**config.mk**
```make
export PLATFORM = sky130hd
export DESIGN_NAME = operand_entry_fsm
export DESIGN_NICKNAME = d
export VERILOG_FILES = /design/src/rtl/operand_entry_fsm.sv
export SDC_FILE = /design/constraint.sdc
export NUM_CORES = 1
export LEC_CHECK = 0
export ABC_AREA = 1
export CAP_MARGIN = 15
export CELL_PAD_IN_SITES_DETAIL_PLACEMENT = 1
export CELL_PAD_IN_SITES_GLOBAL_PLACEMENT = 1
export CORE_UTILIZATION = 45
export CTS_CLUSTER_DIAMETER = 200
export DETAILED_ROUTE_END_ITERATION = 7
export HOLD_SLACK_MARGIN = 0.03
export PLACE_DENSITY_LB_ADDON = 0.1
export SLEW_MARGIN = 15
export SYNTH_ARGS = -nofsm -noshare
export SYNTH_HDL_FRONTEND = slang
export SYNTH_SLANG_ARGS = --single-unit
```
**constraint.sdc**
```tcl
create_clock -name clk -period 3.7 [get_ports clk]
set_clock_uncertainty 0.1 [all_clocks]
set_input_delay 0.74 -clock clk [delete_from_list [all_inputs] [get_ports clk]]
set_output_delay 0.74 -clock clk [all_outputs]
set_load 0.005 [all_outputs]
```
**src/rtl/operand_entry_fsm.sv**
```systemverilog
// Operand/opcode entry front-end: sync + debounce btn_n, one press per field, captures switches into ALU inputs.
// Capture lands DEBOUNCE_CYCLES+1 edges after sync flop 1 first samples the press; no backpressure, presses are never queued.
module operand_entry_fsm #(
  parameter int DEBOUNCE_CYCLES = 270000
) (
  input  logic       clk,
  input  logic       rst_n,
  input  logic [3:0] switches,
  input  logic       btn_n,
  output logic [3:0] operand_a,
  output logic [3:0] operand_b,
  output logic [1:0] alu_op,
  output logic       valid,
  output logic [1:0] state_led,
  output logic       entry_strobe
);

  localparam int CW = $clog2(DEBOUNCE_CYCLES + 1);
  localparam logic [CW-1:0] CNT_LAST = CW'(DEBOUNCE_CYCLES - 1);
  localparam logic [CW-1:0] CNT_ONE  = CW'(1);

  typedef enum logic [1:0] {
    ENTER_A  = 2'b00,
    ENTER_B  = 2'b01,
    ENTER_OP = 2'b10,
    RUN      = 2'b11
  } state_t;

  state_t state;
  state_t state_next;

  logic          btn_meta;
  logic          sync_btn;
  logic [3:0]    sw_meta;
  logic [3:0]    sync_sw;
  logic          deb_level;
  logic [CW-1:0] deb_cnt;
  logic          accept;
  logic          press;
  logic          cap_a;
  logic          cap_b;
  logic          cap_op;
  logic          capture;

  // Button idles high so its synchronizer resets to the released level.
  always_ff @(posedge clk or negedge rst_n) begin
    if (!rst_n) begin
      btn_meta <= 1'b1;
      sync_btn <= 1'b1;
      sw_meta  <= 4'h0;
      sync_sw  <= 4'h0;
    end else begin
      btn_meta <= btn_n;
      sync_btn <= btn_meta;
      sw_meta  <= switches;
      sync_sw  <= sw_meta;
    end
  end

  assign accept = (sync_btn != deb_level) && (deb_cnt == CNT_LAST);
  assign press  = accept && deb_level;

  always_ff @(posedge clk or negedge rst_n) begin
    if (!rst_n) begin
      deb_level <= 1'b1;
      deb_cnt   <= '0;
    end else if (sync_btn == deb_level) begin
      deb_cnt <= '0;
    end else if (accept) begin
      deb_level <= sync_btn;
      deb_cnt   <= '0;
    end else begin
      deb_cnt <= deb_cnt + CNT_ONE;
    end
  end

  always_ff @(posedge clk or negedge rst_n) begin
    if (!rst_n) begin
      state <= ENTER_A;
    end else begin
      state <= state_next;
    end
  end

  always_comb begin
    state_next = state;
    cap_a      = 1'b0;
    cap_b      = 1'b0;
    cap_op     = 1'b0;
    case (state)
      ENTER_A: begin
        if (press) begin
          cap_a      = 1'b1;
          state_next = ENTER_B;
        end
      end
      ENTER_B: begin
        if (press) begin
          cap_b      = 1'b1;
          state_next = ENTER_OP;
        end
      end
      ENTER_OP: begin
        if (press) begin
          cap_op     = 1'b1;
          state_next = RUN;
        end
      end
      RUN: begin
        if (press) begin
          state_next = ENTER_A;
        end
      end
      default: state_next = ENTER_A;
    endcase
  end

  assign capture = cap_a || cap_b || cap_op;

  // Fields only move on their own capture edge; re-entry leaves them on the ALU.
  always_ff @(posedge clk or negedge rst_n) begin
    if (!rst_n) begin
      operand_a    <= 4'h0;
      operand_b    <= 4'h0;
      alu_op       <= 2'b00;
      valid        <= 1'b0;
      entry_strobe <= 1'b0;
    end else begin
      if (cap_a) begin
        operand_a <= sync_sw;
      end
      if (cap_b) begin
        operand_b <= sync_sw;
      end
      if (cap_op) begin
        alu_op <= sync_sw[1:0];
      end
      valid        <= (state_next == RUN);
      entry_strobe <= capture;
    end
  end

  assign state_led = state;

endmodule
```
* Word level (Yosys, flattened, before mapping) *
Index checks and enable logic that the tools add are counted.

word-level totals
  bits in registers = 44
  bits of input ports = 7

operators by class
  add/subtract/negate cells = 1
  eq/ne operators = 7
  mux-type cells = 11
  bitwise gates (word level) = 1
  reduce and logical (&&, ||, !) cells = 6

operators with widths
  cell                     number
  $mux W19                 2
  $add A19 B1 Y19 const B  1
  $eq A19 B19 Y1 const B   1
  $mux W2                  4
  $pmux W2 S4              1
  $eq A2 B2 Y1 const B     3
  $mux W1                  4
  $eq A2 B1 Y1 const B     1
  $logic_and A1 B1 Y1      2
  $logic_not A2 Y1         1
  $logic_or A1 B1 Y1       2
  $reduce_and A2 Y1        1
  $eq A1 B1 Y1             1
  $ne A1 B1 Y1             1
  $not A1 Y1               1

* Longest topological paths before layout *
  depth in word-level cells = 7
  depth in mapped cells = 9
  depth with buffers taken out = 9

* Worst setup path after synthesis *
Ideal clock, no wire load.

  kind = reg2reg
  start point = register deb_level
  end point = register operand_b[0]
  library setup time = 0.117 ns
  data arrival time = 1.368 ns
  required time = 3.483 ns
  path slack = 2.114 ns
  stages on the path, launching flop included = 10
  buffers on the path = 0
  clock period less this slack = 1.586 ns
  cells stage by stage = dfstp_2 > inv_2 > nand2_1 > nand2_4 > nor2_4 > nand2_1 > nor2_2 > nand4_1 > nand2_1 > nand2_1

on the way
  word-level cells in the longest chain between the ends = 5

RTL lines
  item                      line  RTL
  start: declaration        36    logic deb_level;
  start signal: assignment  70    deb_level <= sync_btn;
  $ne A1 B1 Y1              60    assign accept = (sync_btn != deb_level) && (deb_cnt == CNT_LAST);
  $logic_and A1 B1 Y1       60
  $logic_and A1 B1 Y1 (*)   61    assign press = accept && deb_level;
  $mux W1 (*)               98    if (press) begin
  $mux W1 (*)               90    case (state)
  end signal: assignment    133   operand_b <= sync_sw;
  end: declaration          11    output logic [3:0] operand_b,

Every way passes the cells marked *; elsewhere a longest branch is shown, timed or not.
A chain may end at the register's enable or synchronous reset.

* Final worst setup path *
  start point = register state[0], in the netlist state_led[0]
  end point = output port state_led[0]

RTL lines
  item                      line  RTL
  start: declaration        29    state_t state;
  start signal: assignment  81    state <= state_next;
  end: declaration          14    output logic [1:0] state_led,

No word-level cell between the ends.

==> impl_results.md <==
- GRT busiest layer: met2
- Total CTS buffers: 5
- Buf/Inv on CP: 1
- Syn_area_per_cell: 8.70 sq um
- Period utilization: 61.0%
- Vias: 1569
- RSZ-0062 raised after global routing: no
- Die width: 68.6 um
- Routed Antenna Nets: 0
- Max stage delay on crit path: 0.57 ns
- Area grow syn2layout: 16.4%
- GRT Overall Usage: 20.3%
- H-tree Lvls: 2
- Post-CTS Resized: 0
- Clk buf depth: 2
- IO Pins: 21
- Starting Density: 48.4%
- Post-route DRC: 0
- Initial DRC count: 82
- Synth top area cells: dfrtp_1 (51%), nand2_1 (12%), nor2_1 (8.3%)
- Ys Warns: 0
- Final TNS setup: 0 ns
- Initial antenna violation count: 0
- Clk Latency, worst-skew pair: 0.30 ns
- Unique masters post-synth: 25
- Synthesized area: 1990 sq um
- CTS clk-pin slew, worst paths: 0.09 ns
- Antenna Cells: 0
- Yosys reg bits: 44
- Cells after Synth: 229
- Core area: 4120 sq um
- Data arrival, critical path: 1.42 ns
- Met3 Track Usage GR: 4.93%
- Slowest-stage cell, CP: clkdlybuf4s50_1
- Lkg Pwr: 1.03 nW
- Leading area contributor after synthesis: dfrtp_1
- Clock root buffer: clkbuf_8
- Nature of the critical path endpoint: output port
- Die Y: 68.6 um
- Top delay family on crit path: buffers and inverters
- Met1 Track Usage GR: 27.7%
- GR Overflow Total: 0
- GPL Wtd Cong: 0.775
- Worst-Margin Slew: 0.975 ns
- Post-CTS Setup Bufs: 0
- Required time of the critical path: 2.86 ns
- Core Rows: 23
- I/O Buffers: 20
- CTS sink cnt: 44
- HPWL Detailed: 3090 um
- Final Max Tran Viols: 0
- Hold crit path type: register to register
- Met2 usage: 32.0%
- Peak Freq: 0.443 GHz
- Worst-path maximum fanout: 11
- Tmin final: 2.26 ns
- VDD IR max: 283 uV
- Pre-antenna DRT Iters: 4
- Status: finished, final reports clean
- Yosys top cell area share: 51.5%
- First-pass GRT wire length: 6800 um
- Final instance area: 2320 sq um
- # setup viols final: 0
- Die ar.: 4700 sq um
- # hold bufs at CTS: 0
- Final Hold Viols: 0
- Util after Layout: 56.4%
- Share of cells above drive strength 1: 8.30%
- Vias per cell: 5.18
- Max-slew headroom: 35.0%
- Share of the yosys chip area belonging to registers: 55.4%
- Worst setup SP type: register
- Syn Nets: 237
- NumNets Final: 260
- Critical path class: register to output port
- Vias in the first global route: 1506
- Final WL: 4220 um
- CTS tree: built
- Pwr Density: 360 nW/um^2
- Crit-path cells: clkdlybuf4s50_1
- Maxcap violations: 0
- DR WL/cell: 13.9 um
- Placed instance area: 2230 sq um
- Largest net degree at the start of global routing: 45
## layout by cell type (no fill, tap or decap), drive strengths merged
master	Yosys	final
a21oi	1	1
buf	3	1
clkbuf	1	5
clkdlybuf4s50	0	19
clkinvlp	0	1
dfrtp	41	41
dfstp	3	3
ha	1	1
inv	20	22
nand2	64	64
nand3	12	12
nand3b	2	2
nand4	15	15
nor2	48	48
nor3	2	2
nor3b	3	3
o21ai	2	2
xnor2	4	4
xor2	7	7
## metal layers
layer / wire, um / vias to the layer above
met5: 0 / -
met4: 29 / 0
met3: 119 / 5
met2: 1930 / 31
met1: 2140 / 760
li1: - / 773
## synth_stat cells (all sizes together)
cell type  count
xor2           7
dfrtp         41
buf            3
nor2          48
xnor2          4
o21ai          2
nand3b         2
nand2         64
nor3           2
nand3         12
ha             1
clkbuf         1
dfstp          3
inv           20
nor3b          3
a21oi          1
nand4         15
## layout make-up
| cell class | instances | area, sq um |
|---|---|---|
| clock inverters | 3 | 25.0 |
| repair buffers | 20 | 195 |
| flip-flops and latches | 44 | 1100 |
| well taps | 50 | 62.6 |
| clock buffers | 5 | 68.8 |
| multi-input cells | 161 | 788 |
| inverters | 20 | 75.1 |
| fillers | 488 | 1800 |
## power breakdown
part	switching (mW)	total (mW)	internal (mW)
combinational	0.0181	0.0267	0.00857
clock	0.177	0.314	0.138
sequential	0.00561	0.495	0.490
total	0.200	0.836	0.636
## logic make-up (layout without fill, tap and decap cells)
group                      Yosys count  in the layout  share of synthesized area [%]
adders and majority gates            1              1                          0.628
xor gates and xnor gates            11             11                           4.83
DFF                                 44             44                           55.4
and+or+nand+nor                    146            146                           33.3
buffers and inverters               24             48                           5.02
AOI/OAI and AO/OA                    3              3                          0.753
## per-stage QoR
| stage | worst slack [ns] | instances | power [mW] | hold WS [ns] |
|---|---|---|---|---|
| floorplan | 2.11 | 229 | 0.512 | 0.231 |
| global placement | 1.79 | 295 | 0.531 | 0.231 |
| detailed placement | 1.76 | 295 | 0.532 | 0.236 |
| CTS | 1.43 | 303 | 0.845 | 0.257 |
| global route | 1.34 | 303 | 0.870 | 0.267 |
| finish | 1.44 | 303 | 0.836 | 0.254 |
## flip-flops by register name (all words and copies together) (netlist names)
name and cells:
alu_op 2, btn_meta 1, deb_cnt 19, deb_level 1, entry_strobe 1, operand_a 4, operand_b 4, state_led 2
sw_meta 4, sync_btn 1, sync_sw 4, valid 1
## worst paths after layout
check | endpoint | startpoint | slack (ns) | depth (start not counted)
worst max-delay path | state_led[0] | state_led[0]$_DFF_PN0_ | 1.44 | 1
worst min-delay path | sync_sw[1]$_DFF_PN0_ | sw_meta[1]$_DFF_PN0_ | 0.25 | 0
worst max register to register | operand_a[1]$_DFFE_PN0P_ | deb_level$_DFFE_PN1P_ | 1.78 | 8
worst min register to register | sync_sw[1]$_DFF_PN0_ | sw_meta[1]$_DFF_PN0_ | 0.25 | 0
max in group asynchronous | deb_cnt[2]$_DFF_PN0_ | rst_n | 2.40 | 1
min in group asynchronous | deb_cnt[11]$_DFF_PN0_ | rst_n | 0.49 | 1
No activity file was read; power rests on OpenSTA's default activity.
